`src/rtl/timer_pkg.sv`:
```
// Shared definitions for the Timer run-control sequencer: state encoding
// and BCD digit helpers.
package timer_pkg;

    typedef enum logic [1:0] {
        ST_IDLE  = 2'd0,
        ST_RUN   = 2'd1,
        ST_PAUSE = 2'd2,
        ST_DONE  = 2'd3
    } state_e;

    localparam logic [3:0] BCD_MAX = 4'd9;

    function automatic logic bcd_valid(input logic [3:0] digit);
        return digit <= BCD_MAX;
    endfunction

endpackage

```
`src/rtl/timer_seq_lap_hold.sv`:
```
// Lap/freeze view: a toggled hold flag, a captured digit pair and the
// display mux feeding the LS48 decoder.
module lap_hold
    import timer_pkg::*;
(
    input  logic       clk_1hz,
    input  logic       rst_n,
    input  logic       lap_en_i,
    input  logic       clr_i,
    input  logic [3:0] live_tens_i,
    input  logic [3:0] live_ones_i,
    output logic [3:0] disp_tens_o,
    output logic [3:0] disp_ones_o
);

    logic       hold_q, hold_d;
    logic [3:0] held_tens_q, held_tens_d;
    logic [3:0] held_ones_q, held_ones_d;

    // Leaving for IDLE beats a lap in the same cycle.
    always_comb begin
        hold_d      = hold_q;
        held_tens_d = held_tens_q;
        held_ones_d = held_ones_q;
        if (clr_i) begin
            hold_d = 1'b0;
        end else if (lap_en_i) begin
            hold_d = !hold_q;
            if (!hold_q) begin
                held_tens_d = live_tens_i;
                held_ones_d = live_ones_i;
            end
        end
    end

    always_ff @(posedge clk_1hz or negedge rst_n) begin
        if (!rst_n) begin
            hold_q      <= 1'b0;
            held_tens_q <= 4'd0;
            held_ones_q <= 4'd0;
        end else begin
            hold_q      <= hold_d;
            held_tens_q <= held_tens_d;
            held_ones_q <= held_ones_d;
        end
    end

    assign disp_tens_o = hold_q ? held_tens_q : live_tens_i;
    assign disp_ones_o = hold_q ? held_ones_q : live_ones_i;

endmodule

```
`src/rtl/timer_seq.sv`:
```
// Run-control sequencer for the two-digit BCD Timer: run/pause/clear,
// stop at a captured target, timed alarm, and a lap-frozen display.
module timer_seq
    import timer_pkg::*;
#(
    parameter int unsigned ALARM_CYC = 5,
    parameter int unsigned AW        = 8
) (
    input  logic       clk_1hz,
    input  logic       rst_n,
    input  logic       start,
    input  logic       stop,
    input  logic       clear,
    input  logic       lap,
    input  logic [3:0] tgt_tens,
    input  logic [3:0] tgt_ones,
    input  logic [3:0] cnt_tens,
    input  logic [3:0] cnt_ones,
    output logic       timer_en,
    output logic       timer_rst_n,
    output logic [3:0] disp_tens,
    output logic [3:0] disp_ones,
    output logic       alarm,
    output logic [1:0] state
);

    localparam logic [AW-1:0] ALARM_LOAD = AW'(ALARM_CYC - 1);

    state_e        state_q;
    logic          timer_rst_n_q;
    logic          alarm_q;
    logic [7:0]    tgt_q;
    logic [AW-1:0] acnt_q;

    logic tgt_lim;
    logic hit;
    logic go_idle;
    logic lap_en;

    // A zero or non-BCD target means the count free-runs.
    assign tgt_lim = bcd_valid(tgt_q[7:4]) && bcd_valid(tgt_q[3:0]) && (tgt_q != 8'h00);
    assign hit     = tgt_lim && ({cnt_tens, cnt_ones} == tgt_q);

    // Gating on hit combinationally keeps Timer from stepping past the target.
    assign timer_en = (state_q == ST_RUN) && !hit;

    assign go_idle = ((state_q != ST_IDLE) && clear) ||
                     ((state_q == ST_DONE) && (acnt_q == '0));
    assign lap_en  = lap && ((state_q == ST_RUN) || (state_q == ST_PAUSE));

    always_ff @(posedge clk_1hz or negedge rst_n) begin
        if (!rst_n) begin
            state_q       <= ST_IDLE;
            timer_rst_n_q <= 1'b0;
            alarm_q       <= 1'b0;
            tgt_q         <= 8'h00;
            acnt_q        <= '0;
        end else begin
            timer_rst_n_q <= 1'b1;
            case (state_q)
                ST_IDLE: begin
                    if (clear) begin
                        timer_rst_n_q <= 1'b0;
                    end else if (start) begin
                        state_q <= ST_RUN;
                        tgt_q   <= {tgt_tens, tgt_ones};
                    end
                end
                ST_RUN: begin
                    if (clear) begin
                        state_q       <= ST_IDLE;
                        timer_rst_n_q <= 1'b0;
                    end else if (hit) begin
                        state_q <= ST_DONE;
                        alarm_q <= 1'b1;
                        acnt_q  <= ALARM_LOAD;
                    end else if (stop) begin
                        state_q <= ST_PAUSE;
                    end
                end
                ST_PAUSE: begin
                    if (clear) begin
                        state_q       <= ST_IDLE;
                        timer_rst_n_q <= 1'b0;
                    end else if (start) begin
                        state_q <= ST_RUN;
                    end
                end
                ST_DONE: begin
                    if (clear || (acnt_q == '0)) begin
                        state_q       <= ST_IDLE;
                        alarm_q       <= 1'b0;
                        timer_rst_n_q <= 1'b0;
                    end else begin
                        acnt_q <= acnt_q - AW'(1);
                    end
                end
                default: state_q <= ST_IDLE;
            endcase
        end
    end

    lap_hold u_lap_hold (
        .clk_1hz     (clk_1hz),
        .rst_n       (rst_n),
        .lap_en_i    (lap_en),
        .clr_i       (go_idle),
        .live_tens_i (cnt_tens),
        .live_ones_i (cnt_ones),
        .disp_tens_o (disp_tens),
        .disp_ones_o (disp_ones)
    );

    assign timer_rst_n = timer_rst_n_q;
    assign alarm       = alarm_q;
    assign state       = state_q;

endmodule

```
`config.mk`:
```
export PLATFORM = sky130hd
export DESIGN_NAME = timer_seq
export DESIGN_NICKNAME = d
export VERILOG_FILES = /design/src/rtl/timer_pkg.sv /design/src/rtl/timer_seq_lap_hold.sv /design/src/rtl/timer_seq.sv
export SDC_FILE = /design/constraint.sdc
export NUM_CORES = 1
export LEC_CHECK = 0
export ABC_AREA = 1
export ABC_CLOCK_PERIOD_IN_PS = 2020
export BUFFER_PORTS_ARGS = -buffer_cell sky130_fd_sc_hd__buf_2
export CORE_MARGIN = 4
export CORE_UTILIZATION = 55
export CTS_BUF_LIST = sky130_fd_sc_hd__clkbuf_4 sky130_fd_sc_hd__clkbuf_8 sky130_fd_sc_hd__clkbuf_16
export DETAILED_ROUTE_END_ITERATION = 6
export PLACE_DENSITY = 0.88
export RECOVER_POWER = 50
export SETUP_SLACK_MARGIN = 0.1
export SKIP_CTS_REPAIR_TIMING = 1
export SKIP_LAST_GASP = 1
export SLEW_MARGIN = 20
export SYNTH_ARGS = -nofsm -noshare
export SYNTH_HDL_FRONTEND = slang
export SYNTH_SLANG_ARGS = --single-unit
```
`constraint.sdc`:
```
create_clock -name clk_1hz -period 2.02 [get_ports clk_1hz]
set_clock_uncertainty 0.05 [all_clocks]
set_input_delay 0.404 -clock clk_1hz [delete_from_list [all_inputs] [get_ports clk_1hz]]
set_output_delay 0.404 -clock clk_1hz [all_outputs]
set_load 0.05 [all_outputs]
```
==> Yosys cells after proc, flatten, opt, wreduce, memory -nomap -nowiden <==
Index checks and enable logic that the tools add are counted.
{ "word_totals": {"ff_bits": 29, "out_inout_bits": 13, "word_cells": 70, "in_bits": 22} }
{ "classes": {"eq_ne": 10, "n_lt_le_gt_ge": 2, "n_addsub": 1, "mux": 23, "bitwise": 2, "n_reduce_logical": 24} }
{ "ops": {"columns": ["operator", "count"], "rows": [
  ["8-bit 2-to-1 mux", 3],
  ["8-bit case mux with 2 select lines", 1],
  ["2-bit 2-to-1 mux", 7],
  ["8-bit equality test", 1],
  ["4-bit less-or-equal comparator, second input constant", 2],
  ["8-bit zero test", 1],
  ["4-bit 2-to-1 mux", 2],
  ["2-bit != test, second input constant", 4],
  ["2-bit case mux with 4 select lines", 1],
  ["4-bit AND reduction", 2],
  ["8-bit nonzero test", 1],
  ["8-bit by 1-bit subtractor with 8-bit output, second input constant", 1],
  ["1-bit logical AND", 7],
  ["1-bit 2-to-1 mux", 7],
  ["3-bit AND reduction", 2],
  ["2-bit nonzero test", 3],
  ["2-bit equality test, second input constant", 2],
  ["4-bit != test, second input constant", 1],
  ["1-bit case mux with 2 select lines", 2],
  ["1-bit logical OR", 3],
  ["3-bit OR reduction", 1],
  ["2-bit by 1-bit equality test with 1-bit output, second input constant", 1],
  ["1-bit zero test", 2],
  ["2-bit zero test", 1],
  ["other kinds (3)", 4]
]} }

==> Depth between registers and ports, before layout <==
Gate-level depths: netlist of run 1.
{ "logic_depth": {"ltp_word": 7, "ltp_mapped": 11, "ltp_nobuf": 11} }

==> Hierarchy <==
From an unflattened synthesis of run 1, not the netlist that was laid out.
{ "hier_totals": {"hier_cells": 283, "hier_area_um2": 1899.3} }
{ "modules_own_cells": {"columns": ["module", "area_per_inst_um2", "cells_each", "n_inst"], "rows": [
  ["timer_seq", 1453.9, 218, 1],
  ["lap_hold", 445.4, 65, 1]
]} }

==> Worst setup path after synthesis of run 1 <==
No wires, ideal clock.
{ "synth_path": {"path_type": "register to output", "from": "register u_lap_hold.hold_q", "to": "output port disp_ones[0]", "n_path_buf": 1, "stages_incl_launch_ff": 3, "path_slack_ns": -0.209, "arrival_time_ns": 1.775, "path_cell_list": "dfrtp_1 -> clkbuf_1 -> o21ai_0"} }
{ "synth_via": {"elab_chain_len": 1} }
{ "synth_rtl": {"columns": ["element", "line_no", "rtl"], "rows": [
  ["start: declaration", "timer_seq_lap_hold.sv:16", "logic hold_q, hold_d;"],
  ["start signal: assignment", "timer_seq_lap_hold.sv:42", "hold_q <= hold_d;"],
  ["4-bit 2-to-1 mux", "timer_seq_lap_hold.sv:49", "assign disp_ones_o = hold_q ? held_ones_q : live_ones_i;"],
  ["end: declaration", "timer_seq.sv:22", "output logic [3:0] disp_ones,"]
]} }
Every way passes these cells.

==> Final worst setup path of run 1 <==
{ "layout_path": {"from": "register u_lap_hold.hold_q", "to": "output port disp_tens[0]"} }
{ "layout_via": {"elab_chain_len": 1} }
{ "layout_rtl": {"columns": ["element", "line_no", "rtl"], "rows": [
  ["4-bit 2-to-1 mux", null, null],
  ["end: declaration", "timer_seq.sv:21", "output logic [3:0] disp_tens,"]
]} }
Every way passes these cells.

==> impl_metrics.json, run 1 <==
{
  "rsz0062_at_grt": "true",
  "dieArea_um2": 4340,
  "grt_max_degree": 30,
  "clkTransAtPathRegs_ns": 0.09,
  "start_kind": "register",
  "antenna_found_initial": 0,
  "hpwl_mm": 2.98,
  "final_area_um2": 2250,
  "timing.final.crit_share": 1.02,
  "p_comb_frac": 0.600,
  "cellLeakagePower_nw": 1.19,
  "portBuffers": 34,
  "p_clk_frac": 0.122,
  "seqPwrFrac": 0.277,
  "grt-busiest-layer": "met2",
  "yosysWarnings": 0,
  "clock_sinks": 29,
  "outcome": "complete, but fails checks",
  "firstDrtPassIters": 4,
  "fp.dieW_um": 65.9,
  "cp.required_ns": 1.57,
  "cts-root-buf": "clkbuf_4",
  "fp.coreArea_um2": 3130,
  "wire_per_inst_um": 12.3,
  "initial_core_util": 0.588,
  "postSynthCellCount": 248,
  "violations": "max-capacitance violations, max-slew violations, negative setup slack",
  "synth_edf_count": 0,
  "vias": 1781,
  "grt_use_met2": 0.332,
  "maxCapViolations": 1,
  "postPlaceCellArea_um2": 2070,
  "hp-class": "input pin to register",
  "clock_path_buffers": 2,
  "ys.flop_type": "dfrtp_1",
  "drtIter0Drc": 77,
  "crit_fanout": 8,
  "drv_slew": 30,
  "hold_violations": 0,
  "numCtsBuffers": 5,
  "relSlewSlack": -0.0201,
  "finalPower_mw": 3.71,
  "end_kind": "output port",
  "grt_pass1_wl_mm": 6.76,
  "fin_nets": 324,
  "synthArstFlopShare": 1.00,
  "die_y_um": 65.9,
  "ys_seq_area_frac": 0.394,
  "route.detailed.drc": 0,
  "syn_avg_cell_area_um2": 7.42,
  "std_cell_rows": 20,
  "p_per_area_nw_per_um2": 1650,
  "finalWeightedCongestion": 0.858,
  "critical_path_class": "register to output port",
  "setup_violations": 2,
  "antennaDiodeCount": 0,
  "first_global_vias": 1632,
  "post-route-util": 0.718,
  "syn_area_um2": 1840,
  "cts_tree": "yes",
  "clkLatencyLatePin_ns": 0.33,
  "syn_nets": 276,
  "cp.arrival_ns": 1.60,
  "fin_ws_ns": -0.0332,
  "internal-power_mw": 1.87,
  "use_met3": 0.0323,
  "synth.ff_latch_count": 29,
  "drive_above_1_share": 0.267,
  "postRouteAntennaNets": 0,
  "irDropWorstVdd_mv": 1.07,
  "sw_frac_of_total": 0.498,
  "ys_types": 30,
  "fmax_mhz": 487,
  "p_sw_mw": 1.85,
  "wl_mm": 4.17,
  "cts_htree_levels": 2,
  "grt_use_met1": 0.253,
  "tightestPinTransition_ns": 1.53,
  "io_pins": 35,
  "period_minus_slack_ns": 2.05,
  "viasPerCell": 5.24,
  "syn2layout_area_growth_pct": 22.1,
  "grt.overflow.total": 0,
  "grt_usage": 0.202
}
## stage by stage
stage / setup TNS (ns) / setup WS, ns / cells / hold WS (ns)
3_5_place_dp: 0 / 0.195 / 326 / 0.409
4_1_cts: -0.0992 / -0.0929 / 333 / 0.0547
6_report: -0.0348 / -0.0332 / 340 / 0.255
2_1_floorplan: -1.19 / -0.209 / 248 / 0.0584
5_1_grt: -0.229 / -0.126 / 340 / 0.255
3_3_place_gp: 0 / 0.231 / 326 / 0.399
## cells in the mapped netlist, types with 2 or more instances
| cell | number | area, um^2 |
|---|---|---|
| nand2_1 | 89 | 334 |
| dfrtp_1 | 29 | 726 |
| inv_1 | 24 | 90.1 |
| nor2_1 | 23 | 86.3 |
| nand3_1 | 14 | 70.1 |
| o21ai_0 | 10 | 50.1 |
| nand4_1 | 8 | 50.1 |
| a21oi_1 | 6 | 30.0 |
| ha_1 | 6 | 75.1 |
| mux2_2 | 6 | 67.6 |
| inv_2 | 3 | 11.3 |
| nor3_1 | 3 | 15.0 |
| o21ai_1 | 3 | 15.0 |
| clkinv_1 | 2 | 7.51 |
| nand2_4 | 2 | 22.5 |
| nand3_4 | 2 | 35.0 |
| nor2_2 | 2 | 12.5 |
| nor3b_1 | 2 | 15.0 |
| or2_2 | 2 | 12.5 |
| xor2_1 | 2 | 17.5 |
## flip-flops by register name (all words and copies together), names as in the netlist
name / count
acnt_q: 8
u_lap_hold.held_tens_q: 4
alarm: 1
tgt_q: 8
u_lap_hold.hold_q: 1
u_lap_hold.held_ones_q: 4
timer_rst_n: 1
state: 2
## cell families (layout without fill, tap and decap cells)
family,Yosys count,after routing,synth area share
compound gates,21,21,0.0673
simple gates,151,151,0.380
buf+inv,32,80,0.0666
flops,29,29,0.394
fa+ha+maj,6,6,0.0408
mux,6,6,0.0367
xor+xnor,3,3,0.0143
## worst max-delay path, cell delays in order, from the launching register on
cell and delay, ns:
dfrtp_2 0.48, clkbuf_4 0.20, o21ai_0 0.29, clkbuf_4 0.31
## power groups by stage
stage | combinational [mW] | clock, mW | sequential (mW)
after floorplan | 1.52 | 0 | 1.08
after global placement | 1.95 | 0 | 1.03
after detailed placement | 2.00 | 0 | 1.04
after CTS | 2.01 | 0.460 | 1.02
after global routing | 2.46 | 0.484 | 1.06
final | 2.23 | 0.454 | 1.03
## metal layers
metal / part of all wire / wire length [um] / vias to the layer above
met5: 0 / 0 / -
met4: 0.024 / 99 / 0
met3: 0.049 / 204 / 13
met2: 0.48 / 2020 / 55
met1: 0.44 / 1850 / 826
li1: - / - / 887
## worst paths after layout
path,slack [ns],endpoint,cells after the start,start
worst min-delay path,0.26,tgt_q[4],2,tgt_tens[0]
max in group asynchronous,0.53,u_lap_hold.hold_q,1,rst_n
worst max register to register,0.15,acnt_q[1],9,acnt_q[0]
worst min register to register,0.43,acnt_q[5],2,acnt_q[5]
min in group asynchronous,0.39,u_lap_hold.held_tens_q[2],1,rst_n
worst max-delay path,-0.03,disp_tens[0],3,u_lap_hold.hold_q
## layout by cell type (no fill, tap or decap), types with 2 or more instances in the layout
cell / n
clkbuf_1: 5
o21ai_2: 3
clkbuf_4: 7
buf_2: 23
nand4_1: 8
nand3_1: 15
dfrtp_1: 28
o21ai_0: 6
clkinv_1: 2
mux2_2: 6
buf_4: 8
inv_2: 3
nand2_4: 2
ha_1: 6
nor3_1: 3
nand2_1: 86
nor3b_1: 2
or2_2: 2
nor2_2: 5
nor2_1: 19
nor2_4: 2
o21ai_1: 4
a21oi_1: 6
xor2_1: 2
clkinv_2: 2
nand2_2: 4
buf_6: 5
inv_1: 24
## final cells by class
class,count,area (um^2)
Tap cell,44,55.1
Fill cell,244,881
Clock inverter,2,35.0
Multi-Input combinational cell,187,1010
Inverter,30,114
Clock buffer,5,37.5
Sequential cell,29,727
Timing Repair Buffer,43,265
Note: power is estimated with default switching activity, not from simulation.
==> run 2: changes to the inputs <==
--- a/config.mk
+++ b/config.mk
@@ -9,13 +9,12 @@
 export ABC_CLOCK_PERIOD_IN_PS = 2020
 export BUFFER_PORTS_ARGS = -buffer_cell sky130_fd_sc_hd__buf_2
 export CORE_MARGIN = 4
-export CORE_UTILIZATION = 55
+export CORE_UTILIZATION = 46
 export CTS_BUF_LIST = sky130_fd_sc_hd__clkbuf_4 sky130_fd_sc_hd__clkbuf_8 sky130_fd_sc_hd__clkbuf_16
 export DETAILED_ROUTE_END_ITERATION = 6
-export PLACE_DENSITY = 0.88
+export PLACE_DENSITY = 0.77
 export RECOVER_POWER = 50
 export SETUP_SLACK_MARGIN = 0.1
-export SKIP_CTS_REPAIR_TIMING = 1
 export SKIP_LAST_GASP = 1
 export SLEW_MARGIN = 20
 export SYNTH_ARGS = -nofsm -noshare
==> run 2 against run 1 <==
Effect of this change: sequential share of layout area grew 0.11 points; utilization down 12 points; sequential cell count unchanged; worst setup slack gained 0.14 ns; largest cell class unchanged; register-to-register slack better by 0.08 ns; sequential power about the same; total power increased by 0.18%; the run ends with max-capacitance violations, max-slew violations left; routed wire length fell by 5.0%; via count decreased by 6.2%; final cell count rose by 1.2%.
==> impl_metrics.json, run 2 (same netlist as run 1, synthesis figures left out) <==
{
  "violations": "max-capacitance violations, max-slew violations",
  "top_layer": "met4",
  "nFillCells": 349,
  "wl_met3_um": 213,
  "finalWeightedCongestion": 0.835,
  "drv_slew": 29,
  "crit_fanout": 3,
  "portBuffers": 34,
  "wl_mm": 3.97,
  "cellLeakagePower_nw": 1.19,
  "rsz0062_at_grt": "true",
  "firstDrtPassIters": 4,
  "dieArea_um2": 5080,
  "clkLatencyLatePin_ns": 0.28,
  "critical_path_class": "register to output port",
  "cp.arrival_ns": 1.46,
  "grt_max_degree": 30,
  "sw_frac_of_total": 0.482,
  "grt_pass1_wl_mm": 6.91,
  "tightestPinTransition_ns": 1.51,
  "cts-root-buf": "clkbuf_8",
  "p_per_area_nw_per_um2": 1660,
  "route.detailed.drc": 0,
  "max_stage_delay_ns": 0.40,
  "cts_tree": "yes",
  "hold_violations": 0,
  "cts_htree_levels": 2,
  "fin_setup_tns_ns": 0,
  "crit_chain": "nor2_2, nand2_1, nand2_1, o21ai_1, nor2_2, nand2_2, nand2_4, inv_2, buf_6",
  "grt.overflow.total": 0,
  "p_sw_mw": 1.79,
  "first_global_vias": 1619,
  "fin_nets": 323,
  "p_comb_frac": 0.552,
  "crit_family": "simple AND/OR/NAND/NOR gates",
  "syn2layout_area_growth_pct": 21.7,
  "wire_per_inst_um": 11.5,
  "fp.coreArea_um2": 3770,
  "std_cell_rows": 22,
  "wl_met2_mm": 1.79,
  "drtIter0Drc": 76,
  "fmax_mhz": 523,
  "initial_core_util": 0.488,
  "clkTransAtPathRegs_ns": 0.06,
  "final_common_cell": "nand2_1",
  "postCtsHoldBufs": 0,
  "relSlewSlack": -0.00353,
  "die_y_um": 71.3,
  "io_pins": 35,
  "vias": 1670,
  "timing.final.crit_share": 0.947,
  "clock_sinks": 29,
  "dp_slack_ns": 0.204,
  "grt_usage": 0.171,
  "maxCapViolations": 1,
  "end_kind": "output port",
  "crit_buf_inv": 2,
  "largestRegisters": "acnt_q x8, tgt_q x8",
  "slowest_stage": "dfrtp_1",
  "postRouteAntennaNets": 0,
  "start_kind": "register",
  "mostFrequentLayoutCells": "nand2_1 (88), dfrtp_1 (28), buf_2 (27), inv_1 (21), nor2_1 (21)",
  "clock_path_buffers": 2,
  "fp.dieW_um": 71.3,
  "seqPwrFrac": 0.279,
  "period_minus_slack_ns": 1.91,
  "viasPerCell": 4.85,
  "irDropWorstVdd_mv": 1.07,
  "fin_ws_ns": 0.106,
  "p_clk_frac": 0.170,
  "hp-class": "input pin to register",
  "antenna_found_initial": 0,
  "setup_violations": 0,
  "drive_above_1_share": 0.253,
  "multi_input_area_um2": 986,
  "internal-power_mw": 1.93,
  "drt-met1-wl_mm": 1.87,
  "seq_area_um2": 727,
  "numCtsBuffers": 5,
  "outcome": "complete, but fails checks",
  "cp.required_ns": 1.57,
  "antennaDiodeCount": 0,
  "hpwl_mm": 2.97
}
## run 2: cell types whose count changed in the layout (fill, tap and decap cells not counted), moves of 2 or more
cell	change
nor2_1	+2
o21ai_0	+4
o21ai_2	-3
nand2_1	+2
inv_2	+3
clkbuf_8	+6
buf_6	-4
nand2_2	-2
clkbuf_4	-5
inv_1	-3
buf_2	+4
## run 2: per-layer routing
metal | up-vias | global-route usage
li1 | 876 | -
met3 | 10 | 0.0519
met4 | 0 | 0.0793
met5 | - | 0
met1 | 745 | 0.210
met2 | 39 | 0.277
## run 2: worst paths after layout
| kind | cells after the start | slack, ns | endpoint | from |
|---|---|---|---|---|
| min reg2reg | 2 | 0.42 | u_lap_hold.held_ones_q[3] | u_lap_hold.held_ones_q[3] |
| max reg2reg | 9 | 0.23 | u_lap_hold.held_ones_q[2] | acnt_q[0] |
| max | 9 | 0.11 | timer_en | tgt_q[5] |
| max in group asynchronous | 1 | 0.51 | u_lap_hold.hold_q | rst_n |
| min in group asynchronous | 1 | 0.43 | tgt_q[6] | rst_n |
| min | 2 | 0.30 | tgt_q[4] | tgt_tens[0] |
## run 2: cell type report
| cell class | instances | share of cell area |
|---|---|---|
| multi-input cells | 187 | 0.440 |
| flip-flops and latches | 29 | 0.325 |
| repair buffers | 42 | 0.104 |
| inverters | 30 | 0.0508 |
| clock buffers | 7 | 0.0402 |
| well taps | 48 | 0.0268 |
| clock inverters | 1 | 0.0134 |
## run 2: timing repair
| item | CTS | global route |
|---|---|---|
| buffers inserted | 2 | 4 |
| endpoints found under the setup margin | 4 | 2 |
| gates resized for setup | 4 | 7 |
| pin swaps | 3 | 7 |
## run 2: worst reg2reg max path: cells and delay by family, from the launching register on
| kind | cells | cell delay, ns |
|---|---|---|
| AO/OA/AOI/OAI | 1 | 0.25 |
| adder cells (fa/ha/maj) | 1 | 0.15 |
| buffers and inverters | 2 | 0.22 |
| flip-flops | 1 | 0.40 |
| AND/OR/NAND/NOR | 5 | 0.65 |
## run 2: metrics by stage
stage	hold WS, ns	total power, mW	instance area [um^2]	util	cells
2_1_floorplan	0.0584	2.61	1840	-	248
3_3_place_gp	0.400	2.99	2080	0.551	330
3_5_place_dp	0.407	3.04	2080	0.551	330
4_1_cts	0.110	3.72	2220	0.589	340
5_1_grt	0.296	4.03	2240	0.594	344
6_report	0.301	3.72	2240	0.594	344
## run 2: power by group through the flow
stage	clock (mW)	combinational, mW	sequential, mW
final	0.631	2.05	1.04
after global routing	0.676	2.28	1.07
after CTS	0.642	2.05	1.03
after detailed placement	0	2.00	1.03
after global placement	0	1.96	1.03
after floorplan	0	1.52	1.08
